[src/rtl/vid_frame_monitor_if.sv]
// ----------------------------------------------------------------------------
// vid_frame_monitor_if
//   Parallel video timing/pixel bundle (hsync, vsync, active, data) as it
//   travels from the AXI-stream-to-video converter to the display encoder.
//
//   Parameters : DATA_BITS - pixel width
//   Modports   : master - drives the bundle (source side)
//                slave  - receives the bundle (sink side)
// ----------------------------------------------------------------------------
interface vid_frame_monitor_if #(
    parameter int DATA_BITS = 8
) ();
    logic                 hsync;
    logic                 vsync;
    logic                 active;
    logic [DATA_BITS-1:0] data;

    modport master (output hsync, output vsync, output active, output data);
    modport slave  (input  hsync, input  vsync, input  active, input  data);
endinterface

[src/rtl/vid_frame_monitor.sv]
// ----------------------------------------------------------------------------
// vid_frame_monitor
//   Inline video checker. Delays the video bundle by one register stage and
//   measures every frame: active pixels per line, cycles per line, active
//   lines and total lines per frame. Flags line-length errors, active-line
//   count errors and upstream FIFO underflow during active video, and counts
//   completed frames.
//
//   Ports
//     vid_clk, vid_rstn  : video clock, asynchronous active-low reset
//     vid_in  (slave)    : upstream hsync/vsync/active/data
//     vid_out (master)   : same bundle delayed by exactly one cycle
//     underflow_in       : upstream FIFO empty flag
//     err_clr            : single-cycle clear of err_sticky (a same-cycle set wins)
//     meas_h_active/meas_h_total/meas_v_active/meas_v_total
//                        : measurements of the last complete frame
//     frame_cnt          : completed frames, wraps
//     frame_done         : one-cycle pulse when measurements update
//     frame_ok           : last complete frame had no error
//     err_sticky         : bit0 line length, bit1 line count, bit2 underflow
//
//   Build option
//     VID_FRAME_MONITOR_BLANK_ON_UFL_EN : when defined, pixel data is forced
//     to zero on cycles where underflow_in and active are both high.
// ----------------------------------------------------------------------------
module vid_frame_monitor #(
    parameter int   DATA_BITS = 8,
    parameter int   H_DISP    = 1280,
    parameter int   V_DISP    = 960,
    parameter logic H_POL     = 1'b0,
    parameter logic V_POL     = 1'b1,
    parameter int   CNT_BITS  = 16
) (
    input  logic                     vid_clk,
    input  logic                     vid_rstn,
    vid_frame_monitor_if.slave       vid_in,
    vid_frame_monitor_if.master      vid_out,
    input  logic                     underflow_in,
    input  logic                     err_clr,
    output logic [CNT_BITS-1:0]      meas_h_active,
    output logic [CNT_BITS-1:0]      meas_h_total,
    output logic [CNT_BITS-1:0]      meas_v_active,
    output logic [CNT_BITS-1:0]      meas_v_total,
    output logic [CNT_BITS-1:0]      frame_cnt,
    output logic                     frame_done,
    output logic                     frame_ok,
    output logic [2:0]               err_sticky
);

    localparam logic [CNT_BITS-1:0] CNT_ONE  = CNT_BITS'(1);
    localparam logic [CNT_BITS-1:0] H_DISP_C = CNT_BITS'(H_DISP);
    localparam logic [CNT_BITS-1:0] V_DISP_C = CNT_BITS'(V_DISP);

    typedef enum logic {ST_SYNC, ST_RUN} state_t;
    state_t state_reg, state_next;

    // Saturating increment: counters stick at all-ones instead of wrapping.
    function automatic logic [CNT_BITS-1:0] sat_inc(input logic [CNT_BITS-1:0] v);
        return (&v) ? v : v + CNT_ONE;
    endfunction

    // Passthrough stage and edge-detect history
    logic                 hs_reg, vs_reg, act_reg, ufl_reg;
    logic                 hs_prev_reg, vs_prev_reg, act_prev_reg;
    logic [DATA_BITS-1:0] data_reg, data_next;

    // Per-line / per-frame measurement state
    logic [CNT_BITS-1:0]  pix_cnt_reg, line_len_reg, act_lines_reg;
    logic [CNT_BITS-1:0]  tot_cnt_reg, h_total_reg, tot_lines_reg;
    logic                 frame_len_err_reg, frame_ufl_err_reg;
    logic [2:0]           err_sticky_reg, err_sticky_next, err_set;

    logic                 hs_lead, vs_lead, act_fall, run, counting;
    logic                 line_close, len_bad, cnt_bad, ufl_hit, frame_end;
    logic [CNT_BITS-1:0]  act_lines_fin;

`ifdef VID_FRAME_MONITOR_BLANK_ON_UFL_EN
    assign data_next = (underflow_in && vid_in.active) ? '0 : vid_in.data;
`else
    assign data_next = vid_in.data;
`endif

    // Edges are taken on the registered copy, so every status update lands
    // two cycles after the corresponding input event.
    assign hs_lead  = (hs_reg == H_POL) && (hs_prev_reg != H_POL);
    assign vs_lead  = (vs_reg == V_POL) && (vs_prev_reg != V_POL);
    assign act_fall = act_prev_reg && !act_reg;

    assign run        = (state_reg == ST_RUN);
    assign counting   = run || vs_lead;   // first vsync edge starts a fresh frame
    assign line_close = run && act_fall;
    assign len_bad    = line_close && (pix_cnt_reg != H_DISP_C);
    assign ufl_hit    = run && ufl_reg;
    assign frame_end  = run && vs_lead;

    // A line closing on the vsync edge still belongs to the finishing frame.
    assign act_lines_fin = line_close ? sat_inc(act_lines_reg) : act_lines_reg;
    assign cnt_bad       = frame_end && (act_lines_fin != V_DISP_C);
    assign err_set       = {ufl_hit, cnt_bad, len_bad};

    // Per-bit sticky: a set in the same cycle as err_clr keeps that bit.
    for (genvar gi = 0; gi < 3; gi++) begin : g_sticky
        assign err_sticky_next[gi] = err_set[gi] | (err_sticky_reg[gi] & ~err_clr);
    end

    always_comb begin
        state_next = state_reg;
        case (state_reg)
            ST_SYNC: if (vs_lead) state_next = ST_RUN;
            ST_RUN:  state_next = ST_RUN;
            default: state_next = ST_SYNC;
        endcase
    end

    always_ff @(posedge vid_clk or negedge vid_rstn) begin
        if (!vid_rstn) begin
            state_reg <= ST_SYNC;
        end else begin
            state_reg <= state_next;
        end
    end

    always_ff @(posedge vid_clk or negedge vid_rstn) begin
        if (!vid_rstn) begin
            hs_reg            <= ~H_POL;
            vs_reg            <= ~V_POL;
            act_reg           <= 1'b0;
            ufl_reg           <= 1'b0;
            data_reg          <= '0;
            hs_prev_reg       <= ~H_POL;
            vs_prev_reg       <= ~V_POL;
            act_prev_reg      <= 1'b0;
            pix_cnt_reg       <= '0;
            line_len_reg      <= '0;
            act_lines_reg     <= '0;
            tot_cnt_reg       <= '0;
            h_total_reg       <= '0;
            tot_lines_reg     <= '0;
            frame_len_err_reg <= 1'b0;
            frame_ufl_err_reg <= 1'b0;
            err_sticky_reg    <= '0;
            meas_h_active     <= '0;
            meas_h_total      <= '0;
            meas_v_active     <= '0;
            meas_v_total      <= '0;
            frame_cnt         <= '0;
            frame_done        <= 1'b0;
            frame_ok          <= 1'b0;
        end else begin
            hs_reg         <= vid_in.hsync;
            vs_reg         <= vid_in.vsync;
            act_reg        <= vid_in.active;
            ufl_reg        <= underflow_in && vid_in.active;
            data_reg       <= data_next;
            hs_prev_reg    <= hs_reg;
            vs_prev_reg    <= vs_reg;
            act_prev_reg   <= act_reg;
            err_sticky_reg <= err_sticky_next;
            frame_done     <= frame_end;

            // While in SYNC without a vsync edge all counters stay at zero.
            if (counting) begin
                pix_cnt_reg <= act_reg ? sat_inc(pix_cnt_reg) : '0;
                if (line_close) line_len_reg <= pix_cnt_reg;

                tot_cnt_reg <= hs_lead ? CNT_ONE : sat_inc(tot_cnt_reg);
                if (hs_lead) h_total_reg <= tot_cnt_reg;

                if (vs_lead) begin
                    // A coincident hsync edge opens the first line of the new frame.
                    tot_lines_reg     <= hs_lead ? CNT_ONE : '0;
                    act_lines_reg     <= '0;
                    frame_len_err_reg <= 1'b0;
                    frame_ufl_err_reg <= 1'b0;
                end else begin
                    if (hs_lead) tot_lines_reg <= sat_inc(tot_lines_reg);
                    act_lines_reg     <= act_lines_fin;
                    frame_len_err_reg <= frame_len_err_reg | len_bad;
                    frame_ufl_err_reg <= frame_ufl_err_reg | ufl_hit;
                end
            end

            if (frame_end) begin
                meas_v_active <= act_lines_fin;
                meas_v_total  <= tot_lines_reg;
                meas_h_active <= line_close ? pix_cnt_reg : line_len_reg;
                meas_h_total  <= hs_lead ? tot_cnt_reg : h_total_reg;
                frame_ok      <= !(frame_len_err_reg | len_bad | cnt_bad |
                                   frame_ufl_err_reg | ufl_hit);
                frame_cnt     <= frame_cnt + CNT_ONE;
            end
        end
    end

    assign vid_out.hsync  = hs_reg;
    assign vid_out.vsync  = vs_reg;
    assign vid_out.active = act_reg;
    assign vid_out.data   = data_reg;
    assign err_sticky     = err_sticky_reg;

endmodule

[src/flat_wrapper.sv]
// flat-port wrapper written by rule: the top's interface ports become plain ports
module vid_frame_monitor_flat 
#(
    parameter int   DATA_BITS = 8,
    parameter int   H_DISP    = 1280,
    parameter int   V_DISP    = 960,
    parameter logic H_POL     = 1'b0,
    parameter logic V_POL     = 1'b1,
    parameter int   CNT_BITS  = 16
)
  (vid_clk, vid_rstn, underflow_in, err_clr, meas_h_active, meas_h_total, meas_v_active, meas_v_total, frame_cnt, frame_done, frame_ok, err_sticky, vid_in_hsync, vid_in_vsync, vid_in_active, vid_in_data, vid_out_hsync, vid_out_vsync, vid_out_active, vid_out_data);
  vid_frame_monitor_if #(.DATA_BITS(DATA_BITS)) vid_in_i ();
  vid_frame_monitor_if #(.DATA_BITS(DATA_BITS)) vid_out_i ();
  input  logic vid_clk;
  input  logic vid_rstn;
  input  logic underflow_in;
  input  logic err_clr;
  output logic [CNT_BITS-1:0] meas_h_active;
  output logic [CNT_BITS-1:0] meas_h_total;
  output logic [CNT_BITS-1:0] meas_v_active;
  output logic [CNT_BITS-1:0] meas_v_total;
  output logic [CNT_BITS-1:0] frame_cnt;
  output logic frame_done;
  output logic frame_ok;
  output logic [2:0] err_sticky;
  input wire logic [$bits(vid_in_i.hsync)-1:0] vid_in_hsync;
  input wire logic [$bits(vid_in_i.vsync)-1:0] vid_in_vsync;
  input wire logic [$bits(vid_in_i.active)-1:0] vid_in_active;
  input wire logic [$bits(vid_in_i.data)-1:0] vid_in_data;
  output wire logic [$bits(vid_out_i.hsync)-1:0] vid_out_hsync;
  output wire logic [$bits(vid_out_i.vsync)-1:0] vid_out_vsync;
  output wire logic [$bits(vid_out_i.active)-1:0] vid_out_active;
  output wire logic [$bits(vid_out_i.data)-1:0] vid_out_data;
  assign vid_in_i.hsync = vid_in_hsync;
  assign vid_in_i.vsync = vid_in_vsync;
  assign vid_in_i.active = vid_in_active;
  assign vid_in_i.data = vid_in_data;
  assign vid_out_hsync = vid_out_i.hsync;
  assign vid_out_vsync = vid_out_i.vsync;
  assign vid_out_active = vid_out_i.active;
  assign vid_out_data = vid_out_i.data;
  vid_frame_monitor #(.DATA_BITS(DATA_BITS), .H_DISP(H_DISP), .V_DISP(V_DISP), .H_POL(H_POL), .V_POL(V_POL), .CNT_BITS(CNT_BITS)) u_core (.vid_clk(vid_clk), .vid_rstn(vid_rstn), .vid_in(vid_in_i), .vid_out(vid_out_i), .underflow_in(underflow_in), .err_clr(err_clr), .meas_h_active(meas_h_active), .meas_h_total(meas_h_total), .meas_v_active(meas_v_active), .meas_v_total(meas_v_total), .frame_cnt(frame_cnt), .frame_done(frame_done), .frame_ok(frame_ok), .err_sticky(err_sticky));
endmodule
[config.mk]
export PLATFORM = sky130hd
export DESIGN_NAME = vid_frame_monitor_flat
export DESIGN_NICKNAME = d
export VERILOG_FILES = /design/src/rtl/vid_frame_monitor_if.sv /design/src/rtl/vid_frame_monitor.sv /design/src/flat_wrapper.sv
export SDC_FILE = /design/constraint.sdc
export NUM_CORES = 1
export LEC_CHECK = 0
export ABC_CLOCK_PERIOD_IN_PS = 6300
export CAP_MARGIN = 30
export CORE_MARGIN = 2
export CORE_UTILIZATION = 42
export DETAILED_ROUTE_END_ITERATION = 8
export SETUP_SLACK_MARGIN = 0.05
export SLEW_MARGIN = 25
export SYNTH_ARGS = -nofsm -noshare
export SYNTH_HDL_FRONTEND = slang
export SYNTH_SLANG_ARGS = --single-unit
[constraint.sdc]
create_clock -name vid_clk -period 6.3 [get_ports vid_clk]
set_clock_uncertainty 0.05 [all_clocks]
set_input_delay 1.26 -clock vid_clk [delete_from_list [all_inputs] [get_ports vid_clk]]
set_output_delay 1.26 -clock vid_clk [all_outputs]
set_load 0.05 [all_outputs]
-- After elaboration in Yosys (flattened, before gate mapping)
Cells that the tools add are included.
- output and inout bits: 96
- logic and storage cells: 87
- input port bits: 15
- register bits after elaboration: 199
- add/subtract/negate cells: 5
- muxes and demuxes: 17
- bitwise logic cells: 15
- equality and inequality tests: 5
- reductions and logical operators: 20
- operator list (cell ; number):
    16-bit two-way mux ; 12
    16-bit by 1-bit adder with 16-bit output (second input constant) ; 5
    16-bit AND reduction ; 4
    16-bit by 10-bit inequality test with 1-bit output (second input constant) ; 1
    16-bit by 11-bit inequality test with 1-bit output (second input constant) ; 1
    1-bit logical AND ; 9
    1-bit OR ; 8
    1-bit two-way mux ; 4
    2-bit by 1-bit inequality test with 1-bit output (second input constant) ; 2
    1-bit inverter ; 4
    2-bit AND reduction ; 2
    1-bit bitwise AND ; 3
    3-bit AND reduction ; 1
    1-bit zero test ; 2
    2-bit inequality test (second input constant) ; 1
    1-bit one-hot mux with 2 select lines ; 1
    2-bit nonzero test ; 1
    1-bit logical OR ; 1

-- Longest topological paths before layout
Gate-level depths: netlist (run 1).
- depth after elaboration: 10
- gate-level depth with buffers: 9
- mapped depth without buffers: 8

-- Least setup slack after synthesis (run 1)
OpenSTA, ideal clock, no wires.
- kind: flip-flop to flip-flop
- start: register u_core.act_reg (netlist: u_core.vid_out.active)
- end: register u_core.err_sticky_reg[1] (netlist: u_core.err_sticky[1])
- period minus slack after synthesis: 2.444 ns
- path slack: 3.856 ns
- stages on the path, launching flop included: 7
- path buffers: 0
- data arrival time: 2.270 ns
- path through: dfrtp_1 -> nand3b_1 -> nor4_1 -> mux2i_1 -> nor4b_1 -> a31oi_1 -> a211o_1
- word-level cells in the longest chain between the ends: 7
- ends and longest elaborated chain (what ; line ; text):
    from (decl) ; vid_frame_monitor.sv:63 ; logic hs_reg, vs_reg, act_reg, ufl_reg;
    from (signal assigned) ; vid_frame_monitor.sv:152 ; act_reg <= vid_in.active;
    1-bit zero test ; vid_frame_monitor.sv:87 ; assign act_fall = act_prev_reg && !act_reg;
    1-bit logical AND ; vid_frame_monitor.sv:87 ;
    1-bit logical AND ; vid_frame_monitor.sv:91 ; assign line_close = run && act_fall;
    16-bit two-way mux ; vid_frame_monitor.sv:97 ; assign act_lines_fin = line_close ? sat_inc(act_lines_reg) : act_lines_reg;
    16-bit by 10-bit inequality test with 1-bit output ; vid_frame_monitor.sv:98 ; assign cnt_bad = frame_end && (act_lines_fin != V_DISP_C);
    1-bit logical AND ; vid_frame_monitor.sv:98 ;
    1-bit OR ; vid_frame_monitor.sv:103 ; assign err_sticky_next[gi] = err_set[gi] | (err_sticky_reg[gi] & ~err_clr);
    net u_core.err_sticky_next[1] ; vid_frame_monitor.sv:71 ; logic [2:0] err_sticky_reg, err_sticky_next, err_set;
    to (signal assigned) ; vid_frame_monitor.sv:158 ; err_sticky_reg <= err_sticky_next;
    to (decl) ; vid_frame_monitor.sv:71 ;
The timed path passes the listed nets, and every way through them passes these cells.
A chain may end at the register's enable or synchronous reset.

-- Final worst setup path (run 1)
- start: register u_core.act_reg (netlist: u_core.vid_out.active)
- end: output vid_out_active
- RTL lines (what ; line ; text):
    to (decl) ; flat_wrapper.sv:32 ; output wire logic [$bits(vid_out_i.active)-1:0] vid_out_active;
No word-level cell between the ends.

==> results of run 1 <==
==> synth_stat cells, drive strengths merged, types with 2 or more instances <==
master	n
dfstp	2
a21o	4
and2	3
o21ai	48
nand3b	5
nor4	11
dfrtp	197
nand3	28
o31ai	5
xor2	13
or3	2
buf	12
and3	11
ha	6
a21oi	6
nor2	82
a22o	5
a31oi	18
nor2b	3
o221ai	3
clkbuf	33
nor3b	4
nor4b	2
mux2i	6
xnor2	40
nor3	24
nand2	264
o41ai	2
nand4	26
and4	7
inv	15
a31o	3
==> metrics by stage <==
step                      cells  setup slack (ns)
after floorplan             907              3.86
after global placement     1250              3.11
after detailed placement   1252              3.09
after CTS                  1284              2.93
after global routing       1285              2.85
final                      1285              2.95
==> per-layer routing <==
metal	vias to the layer above	share of wire (%)
met5	-	0
met4	0	1.1
met3	18	3.5
met2	145	46
met1	3165	50
li1	3239	-
==> kinds of logic after synthesis <==
kind of cell,after synthesis,share of synthesized area (%)
adder cells (fa/ha/maj),6,0.870
AO/OA/AOI/OAI,105,7.71
XOR/XNOR,53,5.47
flip-flops,199,57.7
buffers and inverters,60,2.78
multiplexers,6,0.696
AND/OR/NAND/NOR,478,24.7
==> power by group through the flow <==
stage / clock [mW] / combinational (mW) / sequential, mW
2_1_floorplan: 0 / 0.142 / 1.63
3_3_place_gp: 0 / 0.493 / 1.47
3_5_place_dp: 0 / 0.497 / 1.48
4_1_cts: 1.08 / 0.500 / 1.45
5_1_grt: 1.14 / 0.537 / 1.47
6_report: 1.05 / 0.494 / 1.45
==> area by class of cell <==
cell class / count / area [µm²]
multi-input cells: 648 / 3430
clock buffers: 27 / 533
flip-flops and latches: 199 / 4980
clock inverters: 5 / 38.8
well taps: 270 / 338
fillers: 1843 / 9570
inverters: 15 / 56.3
repair buffers: 121 / 1220
==> worst min path at each step <==
stage | depth (start not counted) | startpoint | end | slack, ns
final | 0 | u_core.vid_out.hsync | u_core.hs_prev_reg | 0.34
after global routing | 0 | u_core.vid_out.hsync | u_core.hs_prev_reg | 0.34
after CTS | 0 | u_core.vid_out.hsync | u_core.hs_prev_reg | 0.34
after detailed placement | 0 | u_core.vid_out.hsync | u_core.hs_prev_reg | 0.33
after global placement | 0 | u_core.vid_out.hsync | u_core.hs_prev_reg | 0.33
after floorplan | 2 | u_core.line_len_reg[15] | u_core.line_len_reg[15] | 0.39
==> results.txt, run 1 <==
The via count of the first global-routing pass came out at 6,229. The number of gates given a new drive strength after cts is 0. Setup violations remaining at the end of the flow were counted as 0. Yosys mapped the design onto 57 distinct sky130hd cell types. The final instance area came out at 10,600 µm². The routability congestion estimate from global placement came out at 0.842. The residual overflow from global routing came out at 0. The standard cell area after detailed placement came out at 10000 µm². In the global route stage, met1 resource usage came out at 26.4%. The global routing usage on met3 is 3.79%.

The number of hold violations in the final report came out at 0. The synthesized design contains 0 enable-type register cells. Once detailed placement completed, the half-perimeter wirelength came to 12,500 µm. During synthesis, Yosys emitted a total of 0 warnings. The largest buffer count on any clock path came out at 2. The layout cell share with drive strength beyond 1 is 5.71%. The number of cells on the worst reg-to-reg path is 8. Summed over all layers, the routed wires come to 19,100 µm. The post-synthesis area per instance is 9.52 µm². The overall global routing resource usage is 18.1%.

Across all layers, the routed design uses 6,567 vias. The combinational share of power is 16.5%. The critical path goes through clkdlybuf4s50_1. The cell area after technology mapping came out at 8630 µm².

The critical path depth in cells came out at 1. In this run the worst path has a maximum fanout of 17. The type of origin of the critical path is a register.

The global-route wire length before repair is 31,900 µm. The total area inside the core boundary comes to 20,200 µm². Of the synthesized area, sequential elements account for 57.7%. The worst setup path is captured at a primary output. Dividing the final minimum period by the clock period gives 53.2%. The maximum clock frequency came out at 299 MHz.

Across all hold checks on the routed design, the worst slack comes to 0.338 ns. The number of remaining DRC errors came out at 0. The largest total area in the synthesized netlist belongs to dfrtp_1. The synthesized design contains 199 register bits. The total negative setup slack is 0 ns.

The most used flip-flop cell after synthesis is dfrtp_1. The deepest level of the CTS H-tree came out at 4. The hold buffer count at cts came out at 0. The largest vdd supply drop came out at 0.000205 V. The worst setup path is of the reg -> out kind. By area the synthesized netlist is led by dfrtp_1, nand2_1, xnor2_1.

The flow ran to the end, and the final reports show no timing, DRC or antenna violations. The core occupancy in the finished layout came out at 52.5%. The number of max-cap violations came out at 0. The site row count came out at 52.

The growth of design area from synthesis to finish came out at 22.8%. The floorplan step defined a die boundary enclosing 21,700 µm². The maximum single-stage delay on the critical path came out at 0.93 ns.

The share of total power consumed by net switching is 29.5%. The transition time at the pin with the least slew margin came out at 0.888 ns. The number of instances in the synthesized netlist came out at 907. The first detailed-routing pass ran for 5 iterations.

Setup repair after global routing left no endpoint under its margin. Of all flip-flops after synthesis, the portion carrying an async set or reset was 100%. In this run the worst setup path terminates at vid_out_active. The leakage component of the power is 4.74 nW. For this design the total switching power over the nets is 0.883 mW. The worst setup slack for register-to-register paths is 3.13 ns. The areal power density over the cells is 283 nW/µm².

The worst slew slack as a fraction of its limit came out at 40.7%. The total chip power came out at 2.99 mW. The max-slew violation count came out at 0.

The share of total power in sequential cells is 48.5%. The fraction of power consumed by the clock network is 35.0%. The initial antenna violation count was 0. The kind of cell with the highest combined delay along the critical path is buffers and inverters. The number of antenna repair diodes came out at 0. The post-route minimum period came out at 3.35 ns. The later pin in the worst-skew pair is clocked with a latency of 0.42 ns. Global routing consumed, on the met2 layer, 27.4% of the routing resources. The floorplan step set the die width to 147 µm. The top cell type by area accounts for 57.1% of the synthesized area.

The endpoint identified for the worst register-to-register timing path is u_core.pix_cnt_reg[11]. The internal cell power came out at 2.11 mW. Leaving out fill and tap cells, the most frequent cell in the layout is nand2_1. The pin count of the biggest net entering global routing is 116.

The highest-utilization routing layer at the global route stage is met2. Clock tree synthesis selected as its root buffer the cell clkbuf_16. The number of clock sinks is 199. Using the TritonRoute via totals, the vias-per-cell ratio works out to 5.11.

The total setup buffers inserted after CTS came out at 0. The worst register-to-register path begins at u_core.vid_out.vsync. The clock transition time at the flip-flop clock pins of the worst setup and hold paths is 0.07 ns. In the final design database the tool counted 1,023 nets. Among all stages on the critical path, the largest delay is contributed by clkdlybuf4s50_1. TritonCTS built the clock tree. The overall die height came out at 147 µm. The worst hold path belongs to the class reg -> reg. The number of nets handed over by synthesis was 928.

The initial cell density of the core came out at 42.8%. The number of buffers added by the clock tree synthesis step is 17. Leaving out fill and tap cells, the most frequent cells in the layout are nand2_1, dfrtp_1, clkdlybuf4s50_1. The count of nets left with antenna violations once routing finished came out at 0.

After detailed routing, the average wire length per cell comes to 14.8 µm. The initial DRC count is 545. Data arrives at the worst endpoint at 2.04 ns.

The number of I/O port buffers came out at 110. The top-level I/O count came out at 111. The count of buffer and inverter cells on the critical path came out at 1. In this run the worst setup path begins at u_core.vid_out.active. The required time reported for the critical path endpoint came out at 4.99 ns.
(Power assumes the default switching activity.)
==> run 2: changes to the inputs <==
--- a/config.mk
+++ b/config.mk
@@ -5,11 +5,12 @@
 export SDC_FILE = /design/constraint.sdc
 export NUM_CORES = 1
 export LEC_CHECK = 0
-export ABC_CLOCK_PERIOD_IN_PS = 6300
+export ABC_CLOCK_PERIOD_IN_PS = 2850
 export CAP_MARGIN = 30
 export CORE_MARGIN = 2
 export CORE_UTILIZATION = 42
 export DETAILED_ROUTE_END_ITERATION = 8
+export PLACE_DENSITY = 0.66
 export SETUP_SLACK_MARGIN = 0.05
 export SLEW_MARGIN = 25
 export SYNTH_ARGS = -nofsm -noshare
==> constraint.sdc (replaced) <==
create_clock -name vid_clk -period 2.85 [get_ports vid_clk]
set_clock_uncertainty 0.05 [all_clocks]
set_input_delay 0.57 -clock vid_clk [delete_from_list [all_inputs] [get_ports vid_clk]]
set_output_delay 0.57 -clock vid_clk [all_outputs]
set_load 0.05 [all_outputs]
==> run 2 against run 1 <==
Worst hold slack worse by 0.26 ns. Flip-flop and latch count did not move. Final cell count increased by 0.62%. Non-clock buffer count grew 9. Clock power increased to 2.6 times the previous value. Power rose by 140%. Critical path type is now reg -> reg. Largest cell class unchanged. Highest routed layer unchanged.
==> results.txt, run 2 (synthesis results as in run 1) <==
The via count is 6,700 (+2.0%). The data arrival time of the critical path came out at 2.91 ns (+0.87 ns). The worst reg-to-reg path cell count was 7 (-1). Walking the worst path, the cells encountered are ha_1 -> nand4_1 -> o41a_1 -> nor3_1 -> a2bb2oi_1 -> o2111ai_1 -> a211o_1. The post-route minimum period came out at 2.64 ns. The aggregate routed wire length is 19,100 µm (about the same). The final period utilization is 92.7%.

The category of the worst setup path capture point is a register. The maximum clock frequency is 378 MHz. The number of clock sinks is 199 (unchanged). The overall global routing resource usage came out at 18.5% (+0.47 points).

The final worst slack is 0.208 ns (-2.74 ns). The number of remaining DRC errors is 0 (unchanged). The leading cell type in the layout, fill and taps excluded is nand2_1. The required time reported for the critical path endpoint is 3.12 ns (-1.87 ns).

The mean routed wirelength per cell is 14.8 µm (-0.52%). The final worst hold slack is 0.0822 ns (-0.256 ns). The transition time at the pin with the least slew margin came out at 0.714 ns (-0.174 ns). The cell with the largest stage delay on the worst path is o41a_1. The residual overflow from global routing is 0 (unchanged). The pin count of the biggest net entering global routing came out at 77 (-34%). The largest buffer count on any clock path was 2 (unchanged).

The standard cell area after detailed placement came to 10,100 µm² (+0.81%). The flow ran to the end, and the final reports show no timing, DRC or antenna violations. The count of buffer and inverter cells on the critical path came out at 0 (-1). The site row count came to 52 (unchanged). The worst setup path is of the reg -> reg kind.

The areal power density over the cells came out at 658 nW/µm² (+130%). The tree is rooted in a clkbuf_16. The worst slack at placement came out at 0.319 ns (-2.77 ns). The hold buffer count at cts came out at 0 (unchanged). The number of I/O port buffers is 110 (unchanged). The total chip power came out at 7.08 mW (+140%). The iteration count of the initial detailed-routing pass came to 5 (unchanged). The number of buffers added by the clock tree synthesis step is 17 (unchanged).

The final instance area is 10,800 µm² (+1.6%). The via count of the first global-routing pass is 6,515 (+4.6%). The routability congestion estimate from global placement came out at 0.812 (-3.5%). The layout cell share with drive strength beyond 1 came out at 6.45% (+0.74 points). The number of antenna repair diodes came out at 0 (unchanged). The worst-path maximum fanout was 6 (-11). The initial DRC count came out at 432 (-21%).

The max-slew violation count came out at 0 (unchanged). The clock insertion delay at the later pin of the skew report came to 0.44 ns (+0.02 ns). The total negative setup slack came to 0 ns (unchanged). The final antenna-violating net count is 0 (unchanged). TritonCTS built the clock tree. The endpoint identified for the worst register-to-register timing path is u_core.err_sticky[1]. The core occupancy in the finished layout is 53.4% (+0.83 points). The top-level I/O count is 111 (unchanged). The number of hold violations in the final report is 0 (unchanged).

The die extent in x is 147 µm (unchanged). The number of standard cells in the final layout excluding fillers came out at 1,293 (+0.62%). The count of endpoints failing setup in the final report is 0 (unchanged). The growth of design area from synthesis to finish is 24.7%.

The floorplan die area is 21,700 µm² (unchanged). The initial cell density of the core came out at 42.8% (unchanged). The largest vdd supply drop came out at 0.000451 V (+120%). The initial antenna violation count is 0 (unchanged). The global-route wire length before repair is 32,500 µm (+2.0%).

The worst slew slack as a fraction of its limit came to 52.0% (+11 points). The detailed placement HPWL is 12,900 µm (+3.3%). The clock transition time at the flip-flop clock pins of the worst setup and hold paths is 0.07 ns (about the same). STA classifies the critical path startpoint as a register.

The library cells used most frequently in the layout, excluding fill and tap cells, are nand2_1, dfrtp_1, clkdlybuf4s50_1. The worst setup slack for register-to-register paths is 0.21 ns (-2.92 ns). Setup repair after global routing left no endpoint under its margin. The vias per cell is 5.18 (+1.4%). On the critical path the largest part of the delay comes from compound AO/OA/AOI/OAI gates. The core area is 20,200 µm² (unchanged). The leakage component of the power is 4.85 nW (+2.3%). The number of max-cap violations is 0 (unchanged). The total instance count after detailed placement was 1,262 (+0.80%). The deepest level of the CTS H-tree came to 4 (unchanged).

The overall die height is 147 µm (unchanged). The maximum single-stage delay on the critical path is 0.53 ns (-0.40 ns). The min-delay analysis places its worst path in the category in -> async. The worst register-to-register path begins at u_core.act_lines_reg[0]. The number of nets in the layout came out at 1,032 (+0.88%).
[run 2: changes by cell type in the layout (fill, tap and decap cells not counted), sizes merged]
cell      delta
clkbuf       -6
bufinv       +6
clkinvlp     -3
inv          +2
buf          +9
[run 2: worst max path at each step]
stage | from | to | cells past startpoint
6_report | u_core.act_lines_reg[0] | u_core.err_sticky[1] | 7
5_1_grt | u_core.act_lines_reg[4] | u_core.err_sticky[1] | 6
4_1_cts | u_core.act_lines_reg[0] | u_core.err_sticky[1] | 7
3_5_place_dp | u_core.act_lines_reg[0] | u_core.err_sticky[1] | 7
3_3_place_gp | u_core.act_lines_reg[0] | u_core.err_sticky[1] | 7
2_1_floorplan | u_core.vid_out.active | u_core.err_sticky[1] | 6
[run 2: power by group]
part	total (mW)	internal, mW	switching (mW)
registers	3.21	3.02	0.194
clock network	2.77	1.70	1.07
logic	1.10	0.366	0.730
total	7.08	5.09	1.99
[run 2: area by class of cell]
cell class | count | area, µm²
clock buffers | 21 | 460
multi-input cells | 648 | 3430
clock inverters | 10 | 216
well taps | 270 | 338
repair buffers | 130 | 1280
inverters | 15 | 56.3
fillers | 1846 | 9410
flip-flops and latches | 199 | 4980
[run 2: worst register-to-register path, cell delays in order (launching register included)]
cell,delay [ns]
dfrtp_1,0.43
ha_1,0.28
nand4_1,0.33
o41a_1,0.53
nor3_1,0.20
a2bb2oi_1,0.20
o2111ai_1,0.19
a211o_1,0.33
[run 2: timing repair]
action                                  in CTS  in global routing
gates resized for setup                      0                  1
setup buffers                                0                  0
endpoints found under the setup margin       0                  1
endpoints found under the hold margin        0                  0
[run 2: metal layers]
metal / up-vias / wire length, µm / global-route usage (%)
li1: 3258 / - / -
met1: 3278 / 9230 / 25.9
met2: 137 / 8710 / 29.1
met3: 27 / 769 / 3.82
met4: 0 / 379 / 6.30
met5: - / 0 / 0
